## config.mk

```make
export PLATFORM = sky130hd
export DESIGN_NAME = cmos_pixel_packer_flat
export DESIGN_NICKNAME = d
export VERILOG_FILES = /design/src/rtl/cmos_pixel_packer_pkg.sv /design/src/rtl/cmos_pixel_packer_if.sv /design/src/rtl/cmos_pixel_packer_fifo.sv /design/src/rtl/cmos_pixel_packer.sv /design/src/flat_wrapper.sv
export SDC_FILE = /design/constraint.sdc
export NUM_CORES = 1
export LEC_CHECK = 0
export BUFFER_PORTS_ARGS = -buffer_cell sky130_fd_sc_hd__buf_2
export CAP_MARGIN = 30
export CELL_PAD_IN_SITES_DETAIL_PLACEMENT = 1
export CELL_PAD_IN_SITES_GLOBAL_PLACEMENT = 1
export CORE_UTILIZATION = 50
export CTS_CLUSTER_DIAMETER = 150
export DETAILED_ROUTE_END_ITERATION = 6
export GPL_TIMING_DRIVEN = 0
export PLACE_DENSITY_LB_ADDON = 0.1
export SLEW_MARGIN = 10
export SYNTH_ARGS = -nofsm -noshare
export SYNTH_HDL_FRONTEND = slang
export SYNTH_HIERARCHICAL = 1
export SYNTH_SLANG_ARGS = --single-unit
```

## constraint.sdc

```tcl
create_clock -name clk -period 3.8 [get_ports clk]
set_input_delay 0.19 -clock clk [delete_from_list [all_inputs] [get_ports clk]]
set_output_delay 0.19 -clock clk [all_outputs]
set_load 0.005 [all_outputs]
```

## src/rtl/cmos_pixel_packer_pkg.sv

```systemverilog
// Shared types and constants for the camera pixel packer:
// lane geometry, pixel/word types and the packer state encoding.
package cmos_pixel_packer_pkg;

   localparam int LANE_WIDTH   = 32;
   localparam int PIX_PER_WORD = 4;

   typedef logic [23:0]  pixel_t;
   typedef logic [127:0] word_t;

   typedef enum logic [1:0] {
      ST_IDLE,
      ST_WAIT_SOF,
      ST_ACTIVE
   } pp_state_e;

endpackage

```

## src/rtl/cmos_pixel_packer_if.sv

```systemverilog
// Output word stream of the packer: valid/ready handshake plus frame/line tags.
interface cmos_pixel_packer_if #(
   parameter int AXI_DATA_WIDTH = 128
);
   logic                      out_valid;
   logic                      out_ready;
   logic [AXI_DATA_WIDTH-1:0] out_data;
   logic                      out_sof;
   logic                      out_eol;

   modport master (output out_valid, output out_data, output out_sof, output out_eol,
                   input  out_ready);
   modport slave  (input  out_valid, input  out_data, input  out_sof, input  out_eol,
                   output out_ready);
endinterface

```

## src/rtl/cmos_pixel_packer_fifo.sv

```systemverilog
// Two-entry first-word-fall-through FIFO; a push into a full FIFO succeeds
// only when the head is popped in the same cycle.
module pp_out_fifo #(
   parameter int WIDTH = 130
) (
   input  logic             clk,
   input  logic             rst_n,
   input  logic             push,
   input  logic [WIDTH-1:0] push_data,
   input  logic             pop,
   output logic [WIDTH-1:0] pop_data,
   output logic             full,
   output logic             empty
);

   logic [WIDTH-1:0] mem_q [2];
   logic [WIDTH-1:0] mem_d [2];
   logic             wr_ptr_q, wr_ptr_d;
   logic             rd_ptr_q, rd_ptr_d;
   logic [1:0]       cnt_q, cnt_d;
   logic             pop_ok;
   logic             push_ok;

   assign full     = (cnt_q == 2'd2);
   assign empty    = (cnt_q == 2'd0);
   assign pop_ok   = pop && !empty;
   assign push_ok  = push && (!full || pop_ok);
   assign pop_data = mem_q[rd_ptr_q];

   always_comb begin
      mem_d    = mem_q;
      wr_ptr_d = wr_ptr_q;
      rd_ptr_d = rd_ptr_q;
      cnt_d    = cnt_q;
      // When full, the write slot equals the head being popped, so overwriting it is safe.
      if (push_ok) begin
         mem_d[wr_ptr_q] = push_data;
         wr_ptr_d        = !wr_ptr_q;
      end
      if (pop_ok) begin
         rd_ptr_d = !rd_ptr_q;
      end
      case ({push_ok, pop_ok})
         2'b10:   cnt_d = cnt_q + 2'd1;
         2'b01:   cnt_d = cnt_q - 2'd1;
         default: cnt_d = cnt_q;
      endcase
   end

   always_ff @(posedge clk or negedge rst_n) begin
      if (!rst_n) begin
         for (int i = 0; i < 2; i++) begin
            mem_q[i] <= '0;
         end
         wr_ptr_q <= 1'b0;
         rd_ptr_q <= 1'b0;
         cnt_q    <= 2'd0;
      end else begin
         for (int i = 0; i < 2; i++) begin
            mem_q[i] <= mem_d[i];
         end
         wr_ptr_q <= wr_ptr_d;
         rd_ptr_q <= rd_ptr_d;
         cnt_q    <= cnt_d;
      end
   end

endmodule

```

## src/rtl/cmos_pixel_packer.sv

```systemverilog
// Packs a camera's 24-bit pixel stream into tagged 128-bit words, frame-aligned
// on vsync, buffered in a small output FIFO with a saturating drop counter.
module cmos_pixel_packer
   import cmos_pixel_packer_pkg::*;
#(
   parameter int DATA_WIDTH     = 24,
   parameter int AXI_DATA_WIDTH = 128,
   parameter int IMG_HDISP      = 1920,
   parameter int IMG_VDISP      = 1080,
   parameter int OVF_WIDTH      = 16
) (
   input  logic                  clk,
   input  logic                  rst_n,
   input  logic                  enable,
   input  logic                  cmos_vsync,
   input  logic                  cmos_href,
   input  logic                  cmos_clken,
   input  logic [DATA_WIDTH-1:0] cmos_data,
   cmos_pixel_packer_if.master   out_if,
   output logic                  frame_done,
   output logic [OVF_WIDTH-1:0]  ovf_cnt,
   output logic                  busy
);

   localparam int PPW = AXI_DATA_WIDTH / LANE_WIDTH;
   localparam int PW  = (PPW > 1) ? $clog2(PPW) : 1;
   localparam int XW  = $clog2(IMG_HDISP + 1);
   localparam int YW  = $clog2(IMG_VDISP + 1);

   pp_state_e             state_q, state_d;
   logic                  vsync_q, href_q;
   logic [XW-1:0]         x_q, x_d;
   logic [YW-1:0]         y_q, y_d;
   logic [PW-1:0]         pack_q, pack_d;
   logic [DATA_WIDTH-1:0] lane_q [PPW];
   logic [DATA_WIDTH-1:0] lane_d [PPW];
   logic [DATA_WIDTH-1:0] lane_fill [PPW];
   logic                  sof_pend_q, sof_pend_d;
   logic                  line_done_q, line_done_d;
   logic                  frame_done_q, frame_done_d;
   logic [OVF_WIDTH-1:0]  ovf_q, ovf_d;

   logic                      vsync_rise, href_fall;
   logic                      push, push_eol, line_end, clear;
   logic [AXI_DATA_WIDTH-1:0] push_word;
   logic [AXI_DATA_WIDTH+1:0] fifo_out;
   logic                      fifo_full, fifo_empty, pop, drop;

   assign vsync_rise = cmos_vsync && !vsync_q;
   assign href_fall  = href_q && !cmos_href;

   for (genvar gi = 0; gi < PPW; gi++) begin : g_lane
      assign push_word[gi*LANE_WIDTH +: LANE_WIDTH] =
         {{(LANE_WIDTH-DATA_WIDTH){1'b0}}, lane_fill[gi]};
   end

   always_comb begin
      state_d      = state_q;
      x_d          = x_q;
      y_d          = y_q;
      pack_d       = pack_q;
      lane_fill    = lane_q;
      sof_pend_d   = sof_pend_q;
      line_done_d  = line_done_q;
      frame_done_d = 1'b0;
      push         = 1'b0;
      push_eol     = 1'b0;
      line_end     = 1'b0;
      clear        = 1'b0;
      case (state_q)
         ST_IDLE: begin
            if (enable) state_d = ST_WAIT_SOF;
         end
         ST_WAIT_SOF: begin
            if (!enable) begin
               state_d = ST_IDLE;
            end else if (vsync_rise) begin
               state_d = ST_ACTIVE;
               clear   = 1'b1;
            end
         end
         ST_ACTIVE: begin
            if (vsync_rise) begin
               state_d = ST_WAIT_SOF;
               clear   = 1'b1;
            end else if (cmos_href && cmos_clken && !line_done_q) begin
               lane_fill[pack_q] = cmos_data;
               line_end = (x_q == XW'(IMG_HDISP - 1));
               x_d      = line_end ? '0 : x_q + XW'(1);
               push_eol = line_end;
               // Hold off further pixels of an over-long line until href drops.
               line_done_d = line_end;
               if (pack_q == PW'(PPW - 1)) begin
                  push   = 1'b1;
                  pack_d = '0;
               end else begin
                  pack_d = pack_q + PW'(1);
               end
            end else if (href_fall) begin
               line_done_d = 1'b0;
               if (!line_done_q && x_q != '0) begin
                  push     = (pack_q != '0);
                  push_eol = 1'b1;
                  line_end = 1'b1;
                  x_d      = '0;
                  pack_d   = '0;
               end
            end
            if (line_end) begin
               if (y_q == YW'(IMG_VDISP - 1)) begin
                  y_d          = '0;
                  frame_done_d = 1'b1;
                  state_d      = ST_WAIT_SOF;
               end else begin
                  y_d = y_q + YW'(1);
               end
            end
         end
         default: state_d = ST_IDLE;
      endcase
      if (push) sof_pend_d = 1'b0;
      if (clear) begin
         x_d         = '0;
         y_d         = '0;
         pack_d      = '0;
         sof_pend_d  = 1'b1;
         line_done_d = 1'b0;
      end
      for (int i = 0; i < PPW; i++) begin
         lane_d[i] = (push || clear) ? '0 : lane_fill[i];
      end
   end

   assign pop  = out_if.out_ready && !fifo_empty;
   assign drop = push && fifo_full && !pop;

   always_comb begin
      ovf_d = ovf_q;
      if (drop && ovf_q != {OVF_WIDTH{1'b1}}) ovf_d = ovf_q + OVF_WIDTH'(1);
   end

   always_ff @(posedge clk or negedge rst_n) begin
      if (!rst_n) begin
         state_q      <= ST_IDLE;
         vsync_q      <= 1'b0;
         href_q       <= 1'b0;
         x_q          <= '0;
         y_q          <= '0;
         pack_q       <= '0;
         for (int i = 0; i < PPW; i++) lane_q[i] <= '0;
         sof_pend_q   <= 1'b0;
         line_done_q  <= 1'b0;
         frame_done_q <= 1'b0;
         ovf_q        <= '0;
      end else begin
         state_q      <= state_d;
         vsync_q      <= cmos_vsync;
         href_q       <= cmos_href;
         x_q          <= x_d;
         y_q          <= y_d;
         pack_q       <= pack_d;
         for (int i = 0; i < PPW; i++) lane_q[i] <= lane_d[i];
         sof_pend_q   <= sof_pend_d;
         line_done_q  <= line_done_d;
         frame_done_q <= frame_done_d;
         ovf_q        <= ovf_d;
      end
   end

   pp_out_fifo #(
      .WIDTH (AXI_DATA_WIDTH + 2)
   ) u_fifo (
      .clk       (clk),
      .rst_n     (rst_n),
      .push      (push),
      .push_data ({sof_pend_q, push_eol, push_word}),
      .pop       (out_if.out_ready),
      .pop_data  (fifo_out),
      .full      (fifo_full),
      .empty     (fifo_empty)
   );

   assign out_if.out_valid = !fifo_empty;
   assign out_if.out_sof   = fifo_out[AXI_DATA_WIDTH+1];
   assign out_if.out_eol   = fifo_out[AXI_DATA_WIDTH];
   assign out_if.out_data  = fifo_out[AXI_DATA_WIDTH-1:0];
   assign frame_done       = frame_done_q;
   assign ovf_cnt          = ovf_q;
   assign busy             = (state_q == ST_ACTIVE);

endmodule

```

## src/flat_wrapper.sv

```systemverilog
// flat-port wrapper written by rule: the top's interface ports become plain ports
module cmos_pixel_packer_flat import cmos_pixel_packer_pkg::*;
#(
   parameter int DATA_WIDTH     = 24,
   parameter int AXI_DATA_WIDTH = 128,
   parameter int IMG_HDISP      = 1920,
   parameter int IMG_VDISP      = 1080,
   parameter int OVF_WIDTH      = 16
)
  (clk, rst_n, enable, cmos_vsync, cmos_href, cmos_clken, cmos_data, frame_done, ovf_cnt, busy, out_if_out_valid, out_if_out_data, out_if_out_sof, out_if_out_eol, out_if_out_ready);
  cmos_pixel_packer_if #(.AXI_DATA_WIDTH(AXI_DATA_WIDTH)) out_if_i ();
  input  logic clk;
  input  logic rst_n;
  input  logic enable;
  input  logic cmos_vsync;
  input  logic cmos_href;
  input  logic cmos_clken;
  input  logic [DATA_WIDTH-1:0] cmos_data;
  output logic frame_done;
  output logic [OVF_WIDTH-1:0] ovf_cnt;
  output logic busy;
  output wire logic [$bits(out_if_i.out_valid)-1:0] out_if_out_valid;
  output wire logic [$bits(out_if_i.out_data)-1:0] out_if_out_data;
  output wire logic [$bits(out_if_i.out_sof)-1:0] out_if_out_sof;
  output wire logic [$bits(out_if_i.out_eol)-1:0] out_if_out_eol;
  input wire logic [$bits(out_if_i.out_ready)-1:0] out_if_out_ready;
  assign out_if_out_valid = out_if_i.out_valid;
  assign out_if_out_data = out_if_i.out_data;
  assign out_if_out_sof = out_if_i.out_sof;
  assign out_if_out_eol = out_if_i.out_eol;
  assign out_if_i.out_ready = out_if_out_ready;
  cmos_pixel_packer #(.DATA_WIDTH(DATA_WIDTH), .AXI_DATA_WIDTH(AXI_DATA_WIDTH), .IMG_HDISP(IMG_HDISP), .IMG_VDISP(IMG_VDISP), .OVF_WIDTH(OVF_WIDTH)) u_core (.clk(clk), .rst_n(rst_n), .enable(enable), .cmos_vsync(cmos_vsync), .cmos_href(cmos_href), .cmos_clken(cmos_clken), .cmos_data(cmos_data), .out_if(out_if_i), .frame_done(frame_done), .ovf_cnt(ovf_cnt), .busy(busy));
endmodule
```

# After elaboration in Yosys (flattened, before gate mapping)
# Cells that the tools add are included.
[op_classes]
add_sub_neg = 6
order_cmp = 5
eq_ne = 12
n_mux = 67
n_bitwise = 3
reduce_logical = 36
[ops]
columns = ["operator", "count"]
rows = [
  ["$mux W130", 4],
  ["$mux W96", 3],
  ["$bwmux W260", 1],
  ["$demux W130 S1", 1],
  ["$mux W11", 11],
  ["$mux W24", 5],
  ["$bwmux W96", 1],
  ["$demux W24 S2", 1],
  ["$mux W2", 13],
  ["$mux W1", 24],
  ["$add A11 B1 Y11 const B", 2],
  ["$eq A11 B11 Y1 const B", 2],
  ["$add A16 B1 Y16 const B", 1],
  ["$ne A16 B16 Y1 const B", 1],
  ["$logic_and A1 B1 Y1", 12],
  ["$reduce_bool A11 Y1", 1],
  ["$reduce_bool A2 Y1", 5],
  ["$eq A2 B2 Y1 const B", 4],
  ["$logic_not A1 Y1", 8],
  ["$pmux W2 S3", 1],
  ["$reduce_bool A3 Y1", 2],
  ["$add A2 B1 Y2 const B", 2],
  ["$eq A2 B1 Y1 const B", 2],
  ["$ge A2 B2 Y1 const B", 2],
  ["other kinds (15)", 20],
]
[totals]
reg_bits = 407
output_inout_bits = 149

# Logic depth before layout (Yosys ltp)
# Gate-level depths: netlist of the first run.
[depth]
ltp_word = 10
ltp_mapped = 12

# Cells and area by module
# The synthesis of the first run kept the hierarchy.
[by_module_without_submodules]
columns = ["mod", "n_inst", "cells_each", "area_per_inst_um2", "seq_area_each_um2"]
rows = [
  ["pp_out_fifo", 1, 712, 11373.4, 6606.3],
  ["cmos_pixel_packer", 1, 594, 6896.6, 3578.4],
]

# Worst setup path before layout of the first run
# Ideal clock, no wire load.
[synth_path]
path_kind = "register -> register"
start = "register u_core.x_q[0]"
end = "register u_core/u_fifo/mem_q[135] (netlist name)"
setup_ns = 0.128
arrival_ns = 2.603
required_time_ns = 3.672
slack_ns = 1.069
path_stages_with_launch = 12
path_buffers = 3
synth_period_minus_slack_ns = 2.731
cell_sequence = "dfrtp_1 -> inv_1 -> ha_1 -> or4b_1 -> nor4_1 -> o31a_2 -> clkbuf_1 -> inv_1 -> nor3b_2 -> buf_4 -> buf_4 -> mux2_1"
[synth_via]
elab_chain_cells = 8
[synth_rtl]
columns = ["item", "line", "source"]
rows = [
  ["start: declaration", "cmos_pixel_packer.sv:32", "logic [XW-1:0] x_q, x_d;"],
  ["start signal: assignment", "cmos_pixel_packer.sv:147", "x_q <= '0;"],
  ["start signal: assignment", "cmos_pixel_packer.sv:159", "x_q <= x_d;"],
  ["$reduce_bool A11 Y1", "cmos_pixel_packer.sv:101", "if (!line_done_q && x_q != '0) begin"],
  ["$logic_and A1 B1 Y1", "cmos_pixel_packer.sv:101", ""],
  ["$mux W1", "cmos_pixel_packer.sv:101", ""],
  ["$mux W1", "cmos_pixel_packer.sv:99", "end else if (href_fall) begin"],
  ["$mux W1", "cmos_pixel_packer.sv:86", "end else if (cmos_href && cmos_clken && !line_done_q) begin"],
  ["$mux W1", "cmos_pixel_packer.sv:83", "if (vsync_rise) begin"],
  ["$mux W1", "cmos_pixel_packer.sv:70", "case (state_q)"],
  ["named net u_core.push", "cmos_pixel_packer.sv:44", "logic push, push_eol, line_end, clear;"],
  ["$logic_and A1 B1 Y1", "cmos_pixel_packer_fifo.sv:27", "assign push_ok = push && (!full || pop_ok);"],
  ["end signal: indexed assignment", "cmos_pixel_packer_fifo.sv:60", "mem_q[i] <= mem_d[i];"],
  ["end: declaration", "cmos_pixel_packer_fifo.sv:16", "logic [WIDTH-1:0] mem_q [2];"],
]
# The timed path passes the listed nets, and every way through them passes these cells.
# A chain may end at the register's enable or synchronous reset.

# Worst setup path in the final report of the first run
[layout_path]
start = "register u_core.x_q[0]"
end = "register u_core/u_fifo/mem_q[111] (netlist name)"
# Same word-level chain as after synthesis.

==> metrics.txt, run 1 <==
run status finished with violations; failing checks DRC; synthesized area 18300 um^2; first-pass GRT wire length around 73 mm; Final Max Tran Viols 0; Syn. warnings 6; io pins 180; Tot Pwr between 10000 and 15000 uW; post-DP HPWL about 32 mm; CTS tree yes; clock buffer depth 3; core area 35700 um^2; clk slew on worst S/H paths roughly 60 ps; Leak about 0.012 uW; Final Setup Violations 0; crit path cell chain inv_1, ha_1, or4b_1, nor4_1, o31a_2, inv_1, nand2_1, nor2_1, buf_2, buf_4, mux2_1; Worst Path Arrival roughly 3800 ps; hold_sp cmos_data[23]; syn_area_per_cell 14.0 um^2; RR Endpoint u_core/u_fifo/mem_q[111]$_DFFE_PN0P_; Pwr Density 488 nW/um^2; htree depth 2; synth unique cells 61; vias between 10000 and 15000; layout cell share with drive strength beyond 1 ~41%; root buffer cell clkbuf_16; Routed wire per std cell 22.4 um; reg-to-reg startpoint u_core/x_q[0]$_DFFE_PN0P_; worst-case reg-to-reg path depth 11; final WL 47.0 mm; most used routing layer met2; Design Area, Final about 22000 um^2; M2 GR Usage roughly 43%; Post-synth top flop dfrtp_1; initial antenna violation count 0; initial core utilization 51.1%; dpl cell area approximately 20000 um^2; commonest non-fill, non-tap cell in the layout dfrtp_1; crit path launch u_core/x_q[0]$_DFFE_PN0P_; sequential fraction of the synthesis area between 50% and 60%; Clk Latency, worst-skew pair 560 ps; Synth area leader dfrtp_1; area of the multi-input gates 7860 um^2; Rows 69; Die H 193 um; Slew HR 40.4%; DR pass1 iterations 7; vias in the first global route between 10000 and 15000; most frequent cells in the layout dfrtp_1, mux2_2, buf_2, mux2_1, nor2b_1; Num Clock Sinks about 400; Final Hold Vio Count 0; met1 Resource Use GR between 30% and 40%; Antenna diodes 0; met3 Use GR 3.33%; Worst Max-Slew Pin Slew 893 ps; Post-synth EDFFs 0; total gr overflow 0; critical path's top delay family simple AND/OR/NAND/NOR gates; Worst R2R Setup Slack 440 ps; fillcell total 3538; FMAX roughly 0.30 GHz; Layout area overhead 18.3%; Setup crit end kind flip-flop; maxcap violations 0; port buffer count between 150 and 200; pin count of the biggest net entering global routing between 100 and 150; most used cell along the critical path inv_1; Chip Width slightly below 200 um; Total GRT Usage between 20% and 30%; WP depth 11; Post-Synthesis Cells around 1300; Die Area roughly 37000 um^2; Area contributors post-synth dfrtp_1, mux2_2, mux2_1, nor2b_1, and3_1; DRT iter0 DRCs around 500; Final period util between 80% and 90%; CP Launch Type flip-flop; antenna-violating nets left 0; fin crit period about 3400 ps; Crit path buffers/inverters 4; number of synthesized register bits around 410; Fin Clk Skew about 14 ps; crit path kind flip-flop to flip-flop; Worst Hold Class primary input to flip-flop; RSZ-0062 raised after global routing no; Max FO, Critical Path 18; CP max-delay cell o31a_2; DR vias/cell around 5.5; top cell type's share of synthesized area 55.7%; peak supply drop roughly 0.35 mV; FF/Latch Area 10200 um^2; Final nets ~1600; Worst Path Required 4240 ps; ys async rst share 100%; gpl congestion 0.817; DRC 10; slowest stage delay, CP between 500 and 600 ps; Worst Setup EP u_core/u_fifo/mem_q[111]$_DFFE_PN0P_; CTS Buf Count 44
registers in the layout, indices dropped and copies added (netlist names), 2 cells and up:
| register | flops |
|---|---|
| u_core/ovf_cnt | 16 |
| u_core/state_q | 2 |
| u_core/u_fifo/mem_q | 260 |
| u_core/y_q | 11 |
| u_core/lane_q | 96 |
| u_core/x_q | 11 |
| u_core/pack_q | 2 |
| u_core/u_fifo/cnt_q | 2 |
cell families (layout without fill, tap and decap cells):
| logic type | Yosys count | in the layout | synth area share [%] |
|---|---|---|---|
| buffers and inverters | 92 | 359 | 2.55 |
| other | 1 | 64 | 0.0205 |
| adder cells (fa/ha/maj) | 13 | 13 | 0.890 |
| AND/OR/NAND/NOR | 223 | 223 | 7.20 |
| XOR/XNOR | 27 | 27 | 1.29 |
| multiplexers | 490 | 490 | 30.2 |
| flip-flops | 407 | 407 | 55.7 |
| AO/OA/AOI/OAI | 53 | 53 | 2.10 |
synth_stat cells (3+ instances only):
master       n
nand3_1     17
and3_1      34
xnor2_1     18
buf_1        4
inv_1       18
buf_4       22
o21ai_1      8
o2111ai_1    3
o21ai_0      4
or3_1        5
buf_2       25
clkbuf_1    21
nand4_1     13
ha_1        13
o211ai_1     7
a21oi_1     10
dfrtp_1    407
xor2_1       9
nor2_1      22
mux2_2     354
nor3_1       6
and2_1       4
nor2b_1     76
nand2_1     25
mux2_1     134
a31oi_1      4
layer usage:
metal / part of all wire [%] / vias to the layer above
met1: 46 / 6062
met4: 2.0 / 0
met2: 49 / 183
li1: - / 5165
met5: 0 / -
met3: 3.6 / 57
worst min-delay path, stage by stage:
cell	delay (ps)
buf_2	110
mux2_2	170
nor2b_1	120
area by class of cell:
class / count / area share [%]
sequential: 407 / 47.1
timing repair buffer: 187 / 4.77
multi-input combinational: 870 / 36.3
clock inverter: 13 / 0.914
clock buffer: 68 / 6.07
buffer: 72 / 1.81
inverter: 19 / 0.330
tap: 461 / 2.67
how the worst min path moves through the flow:
stage                                                 to  cells past startpoint
floorplan                    u_core/frame_done$_DFF_PN0_                      0
global placement                u_core/vsync_q$_DFF_PN0_                      1
detailed placement        u_core/ovf_cnt[11]$_DFFE_PN0P_                      1
CTS                          u_core/lane_q[95]$_DFF_PN0_                      3
global route        u_core/u_fifo/mem_q[143]$_DFFE_PN0P_                      3
finish                       u_core/lane_q[95]$_DFF_PN0_                      3
power breakdown:
group | internal (uW) | total, uW | switching, uW
Clock | 2720 | 4460 | 1740
Sequential | 4510 | 4610 | 99.7
Combinational | 554 | 1470 | 921
stage by stage:
step	instances	hold slack, ps	utilization [%]	setup TNS [ps]	setup WS (ps)
final	2097	81.4	60.5	0	440
after CTS	2098	50.4	60.5	0	133
after floorplan	1369	-106	-	0	1070
after detailed placement	2013	252	56.2	-1740	-54.4
after global placement	2009	324	55.9	-2264530	-5600
after global routing	2097	98.4	60.5	0	285
repair_timing:
action / CTS / global route
buffers inserted: 1 / 0
endpoints found under the setup margin: 100 / 2
pin swaps: 1 / 0
hold buffers: 3 / 0
endpoints found under the hold margin: 81 / 0
resized for setup: 0 / 0
Note: power is estimated with default switching activity, not from simulation.
==> run 2: changes to the inputs <==
--- a/config.mk
+++ b/config.mk
@@ -9,11 +9,13 @@
 export CAP_MARGIN = 30
 export CELL_PAD_IN_SITES_DETAIL_PLACEMENT = 1
 export CELL_PAD_IN_SITES_GLOBAL_PLACEMENT = 1
+export CORE_MARGIN = 1.5
 export CORE_UTILIZATION = 50
 export CTS_CLUSTER_DIAMETER = 150
 export DETAILED_ROUTE_END_ITERATION = 6
 export GPL_TIMING_DRIVEN = 0
 export PLACE_DENSITY_LB_ADDON = 0.1
+export SKIP_CTS_REPAIR_TIMING = 1
 export SLEW_MARGIN = 10
 export SYNTH_ARGS = -nofsm -noshare
 export SYNTH_HDL_FRONTEND = slang
==> metrics.txt, run 2 (synthesis results as in run 1) <==
run status finished with violations; failing checks DRC; antenna-violating nets left 0 (unchanged); Rows 69 (unchanged); Final nets 1650 (+0.30%); htree depth 2 (unchanged); Final Hold Vio Count 0 (unchanged); number of flip-flops in the largest register 260 (unchanged); Worst Max-Slew Pin Slew 860 ps (-33.4 ps); initial core utilization 51.1% (unchanged); gpl congestion 0.819 (+0.33%); initial antenna violation count 1 (+1); Reg with most FFs u_core/u_fifo/mem_q; DR pass1 iterations 6 (-1); clock buffer depth 3 (unchanged); worst-case reg-to-reg path depth 12 (+1); RSZ-0062 raised after global routing no; crit path kind flip-flop to flip-flop; Die Area 37700 um^2 (+1.0%); root buffer cell clkbuf_16; most frequent cells in the layout dfrtp_1, mux2_2, buf_2, mux2_1, nor2b_1; fillcell total 3549 (+0.31%); Min-Delay Path Depth 3 (unchanged); DRT iter0 DRCs 333 (-33%); first-pass GRT wire length 74.5 mm (+2.1%); Final period util 92.7% (+4.3 points); peak supply drop 0.282 mV (-20%); CP Launch Type flip-flop; RR Endpoint u_core/u_fifo/mem_q[114]$_DFFE_PN0P_; fin crit period 3520 ps (+162 ps); Chip Width 194 um (+0.52%); Routed wire per std cell 22.5 um (+0.58%); Worst Hold Class primary input to flip-flop; reg-to-reg startpoint u_core/x_q[0]$_DFFE_PN0P_; Layout area overhead 17.9%; Worst Path Required 4220 ps (-20 ps); hold_sp cmos_data[13]; Worst Path Arrival 3940 ps (+140 ps); core area 35700 um^2 (unchanged); commonest non-fill, non-tap cell in the layout dfrtp_1; combinational share of power 14.4% (+0.4 points); Antenna diodes 0 (unchanged); Clock Power Share 40.4% (-1.9 points); Sw Ratio 26.4% (+0.25 points); Clk Latency, worst-skew pair 550 ps (about the same); DR vias/cell 5.44 (-0.55%); Setup crit end kind flip-flop; Num Clock Sinks 407 (unchanged); Fin Clk Skew 16.2 ps (+2.01 ps); Final Max Tran Viols 0 (unchanged); layout cell share with drive strength beyond 1 40.4% (-0.34 points); Slew HR 42.2% (+1.7 points); vias 11400 (-0.60%); Die H 194 um (+0.52%); Flop pwr share 45.2% (+1.5 points); port buffer count 179 (unchanged); clk slew on worst S/H paths 60 ps (about the same); io pins 180 (unchanged); pin count of the biggest net entering global routing 113 (-0.88%); Total GRT Usage 25.7% (-0.32 points); FMAX 0.284 GHz (-4.6%); dpl cell area 20100 um^2 (+0.14%); Hold EP u_core/u_fifo/mem_q[175]$_DFFE_PN0P_; vias in the first global route 12600 (+1.2%); Max FO, Critical Path 10 (-8); post-DP HPWL 32.3 mm (+2.2%); Worst R2R Setup Slack 280 ps (-160 ps); final WL 47.3 mm (+0.53%); CTS tree yes; Final Setup Violations 0 (unchanged); Internal 7510 uW (-3.5%); Final Hold Slack 101 ps (+19.2 ps); Leak 0.0117 uW (-0.42%); maxcap violations 0 (unchanged); P_sw 2700 uW (-2.2%); Pwr Density 474 nW/um^2 (-2.8%); Core Util, Final 60.3% (-0.23 points); Design Area, Final 21500 um^2 (-0.39%); CTS Buf Count 45 (+2.3%); total gr overflow 0 (unchanged); DRC 9 (-1)
[run 2: through the flow]
| step | total power, uW | setup TNS (ps) | worst slack, ps | std cells |
|---|---|---|---|---|
| 2_1_floorplan | 5550 | 0 | 1070 | 1369 |
| 3_3_place_gp | 6100 | -2268350 | -5630 | 2009 |
| 3_5_place_dp | 6160 | 0 | 84.6 | 2014 |
| 4_1_cts | 10300 | 0 | 38.8 | 2090 |
| 5_1_grt | 10600 | 0 | 41.2 | 2096 |
| 6_report | 10200 | 0 | 278 | 2096 |
[run 2: worst max-delay path, stage by stage (launching register included)]
cell      delay (ps)
dfrtp_1          430
inv_1             90
ha_1             130
or4b_1           490
nor4_1           310
o31a_2           360
clkbuf_1         450
inv_1            140
nand2_1          100
nor2_1            70
buf_2            250
buf_4            240
mux2_1           330
[run 2: cell type report]
type / count / area (um^2) / share of cell area [%]
Buffer: 73 / 395 / 1.84
Clock buffer: 72 / 1330 / 6.16
Clock inverter: 4 / 52.6 / 0.244
Inverter: 19 / 71.3 / 0.331
Multi-Input combinational cell: 870 / 7860 / 36.5
Sequential cell: 407 / 10200 / 47.3
Tap cell: 461 / 577 / 2.68
Timing Repair Buffer: 190 / 1070 / 4.98
[run 2: layer usage]
| metal | up-vias | GRT usage, % | part of all wire, % |
|---|---|---|---|
| li1 | 5170 | - | - |
| met1 | 5975 | 35.3 | 45 |
| met2 | 191 | 43.4 | 49 |
| met3 | 60 | 3.64 | 3.9 |
| met4 | 2 | 5.96 | 1.9 |
| met5 | - | 0 | 0.021 |
[run 2: worst max path at each step]
stage	startpoint	endpoint	slack, ps	cells after the start
final	u_core/x_q[0]$_DFFE_PN0P_	u_core/u_fifo/mem_q[114]$_DFFE_PN0P_	280	12
after global routing	u_core/x_q[0]$_DFFE_PN0P_	u_core/u_fifo/mem_q[119]$_DFFE_PN0P_	40	12
after CTS	u_core/state_q[0]$_DFFE_PN0P_	u_core/u_fifo/mem_q[91]$_DFFE_PN0P_	40	11
after detailed placement	u_core/state_q[0]$_DFFE_PN0P_	u_core/u_fifo/mem_q[91]$_DFFE_PN0P_	80	11
after global placement	rst_n	u_core/u_fifo/mem_q[212]$_DFFE_PN0P_	-5630	1
after floorplan	u_core/x_q[0]$_DFFE_PN0P_	u_core/u_fifo/mem_q[135]$_DFFE_PN0P_	1070	11
[run 2: power groups by stage]
| stage | sequential, uW | clock [uW] | combinational, uW |
|---|---|---|---|
| 4_1_cts | 4610 | 4230 | 1480 |
| 3_5_place_dp | 4690 | 0 | 1470 |
| 3_3_place_gp | 4680 | 0 | 1420 |
| 5_1_grt | 4630 | 4410 | 1590 |
| 2_1_floorplan | 4660 | 0 | 892 |
| 6_report | 4610 | 4130 | 1470 |
==> run 3: changes to the inputs <==
==> constraint.sdc (replaced) <==
create_clock -name clk -period 3.3 [get_ports clk]
set_input_delay 0.165 -clock clk [delete_from_list [all_inputs] [get_ports clk]]
set_output_delay 0.165 -clock clk [all_outputs]
set_load 0.005 [all_outputs]
==> metrics.txt, run 3 (synthesis results as in run 1) <==
Worst Path Arrival 3380 ps (-560 ps); run status finished with violations; vias 11400 (-0.12%); Worst Max-Slew Pin Slew 892 ps (+32.3 ps); CP Launch Type flip-flop; Clk Latency, worst-skew pair 550 ps (about the same); Die Area 37700 um^2 (unchanged); Routed wire per std cell 22.5 um (-0.11%); pin count of the biggest net entering global routing 113 (unchanged); io pins 180 (unchanged); Chip Width 194 um (unchanged); Place WS -415 ps (-500 ps); FMAX 0.337 GHz (+19%); Die H 194 um (unchanged); commonest non-fill, non-tap cell in the layout dfrtp_1; reg-to-reg startpoint u_core/state_q[0]$_DFFE_PN0P_; clock buffer depth 3 (unchanged); failing checks DRC; Final Hold Slack 74.2 ps (-26.4 ps); total gr overflow 0 (unchanged); Pwr Density 545 nW/um^2 (+15%); Total GRT Usage 25.7% (unchanged); Worst Hold Class primary input to flip-flop; Hold EP u_core/u_fifo/mem_q[175]$_DFFE_PN0P_; Reg with most FFs u_core/u_fifo/mem_q; Rows 69 (unchanged); gpl congestion 0.819 (unchanged); peak supply drop 0.324 mV (+15%); FF/Latch Area 10200 um^2 (unchanged); Max FO, Critical Path 10 (unchanged); port buffer count 179 (unchanged); CTS tree yes; Worst Path Required 3710 ps (-510 ps); CTS Buf Count 45 (unchanged); htree depth 2 (unchanged); first-pass GRT wire length 74.5 mm (unchanged); vias in the first global route 12600 (unchanged); core area 35700 um^2 (unchanged); fillcell total 3551 (+0.056%); Final nets 1652 (+0.12%); layout cell share with drive strength beyond 1 40.5% (+0.13 points); worst-case reg-to-reg path depth 10 (-2); DR pass1 iterations 6 (unchanged); maxcap violations 0 (unchanged); Fin Clk Skew 16.2 ps (+0.0279 ps); Num Clock Sinks 407 (unchanged); root buffer cell clkbuf_16; RSZ-0062 raised after global routing no; final WL 47.3 mm (about the same); DR vias/cell 5.43 (-0.22%); Slew HR 40.5% (-1.7 points); post-DP HPWL 32.3 mm (unchanged); Final Max Tran Viols 0 (unchanged); area of the multi-input gates 7860 um^2 (unchanged); Setup crit end kind flip-flop; initial core utilization 51.1% (unchanged); Tot Pwr 11800 uW (+15%); crit path kind flip-flop to flip-flop; fin crit period 2960 ps (-557 ps); DRT iter0 DRCs 374 (+12%); Final period util 89.8% (-2.8 points); most frequent cells in the layout dfrtp_1, mux2_2, buf_2, mux2_1, nor2b_1; initial antenna violation count 1 (unchanged); number of flip-flops in the largest register 260 (unchanged); hold_sp cmos_data[13]; Final Setup Violations 0 (unchanged); antenna-violating nets left 0 (unchanged); Worst R2R Setup Slack 340 ps (+60 ps); RR Endpoint u_core/u_fifo/mem_q[91]$_DFFE_PN0P_; Antenna diodes 0 (unchanged); Min-Delay Path Depth 3 (unchanged); Leak 0.0117 uW (about the same); Final Hold Vio Count 0 (unchanged); clk slew on worst S/H paths 60 ps (about the same); final worst slack 335 ps (+57.2 ps); Layout area overhead 18.0% (about the same); DRC 9 (unchanged)
## run 3: per-layer routing
metal | share of wire, % | GRT usage (%) | wire length, um
met3 | 3.7 | 3.64 | 1750
met5 | 0.021 | 0 | 10
met2 | 49 | 43.4 | 23000
met4 | 1.9 | 5.96 | 916
met1 | 46 | 35.3 | 21600
## run 3: how the worst max path moves through the flow
stage / from / to / slack [ps] / cells past startpoint
floorplan: u_core/x_q[0]$_DFFE_PN0P_ / u_core/u_fifo/mem_q[135]$_DFFE_PN0P_ / 570 / 11
global placement: rst_n / u_core/u_fifo/mem_q[212]$_DFFE_PN0P_ / -6110 / 1
detailed placement: u_core/state_q[0]$_DFFE_PN0P_ / u_core/u_fifo/mem_q[91]$_DFFE_PN0P_ / -420 / 11
CTS: u_core/state_q[0]$_DFFE_PN0P_ / u_core/u_fifo/mem_q[91]$_DFFE_PN0P_ / -460 / 11
global route: u_core/state_q[0]$_DFFE_PN0P_ / u_core/u_fifo/mem_q[91]$_DFFE_PN0P_ / 120 / 10
finish: u_core/state_q[0]$_DFFE_PN0P_ / u_core/u_fifo/mem_q[91]$_DFFE_PN0P_ / 340 / 10
## run 3: final cells by class
type	count	share of cell area, %
well taps	461	2.68
flip-flops and latches	407	47.2
repair buffers	193	5.08
clock buffers	72	6.16
clock inverters	4	0.244
multi-input cells	870	36.4
plain buffers	72	1.83
inverters	19	0.331
## run 3: critical path, stage by stage, from the launching register on
cell	delay, ps
dfrtp_1	420
inv_1	120
ha_1	320
nand3_1	180
o31a_2	430
inv_1	110
nand2_1	60
nor2_1	220
clkbuf_4	330
buf_4	280
mux2_2	380
## run 3: through the flow
stage	cells	setup TNS, ps	instance area (um^2)	utilization, %
3_3_place_gp	2009	-2515970	20000	55.9
4_1_cts	2090	-76570	21500	60.1
5_1_grt	2098	0	21600	60.3
3_5_place_dp	2014	-70510	20100	56.2
6_report	2098	0	21600	60.3
2_1_floorplan	1369	0	18500	-
## run 3: report_power, final
part / switching [uW] / internal [uW]
sequential: 112 / 5200
clock: 1940 / 2810
combinational: 1050 / 641
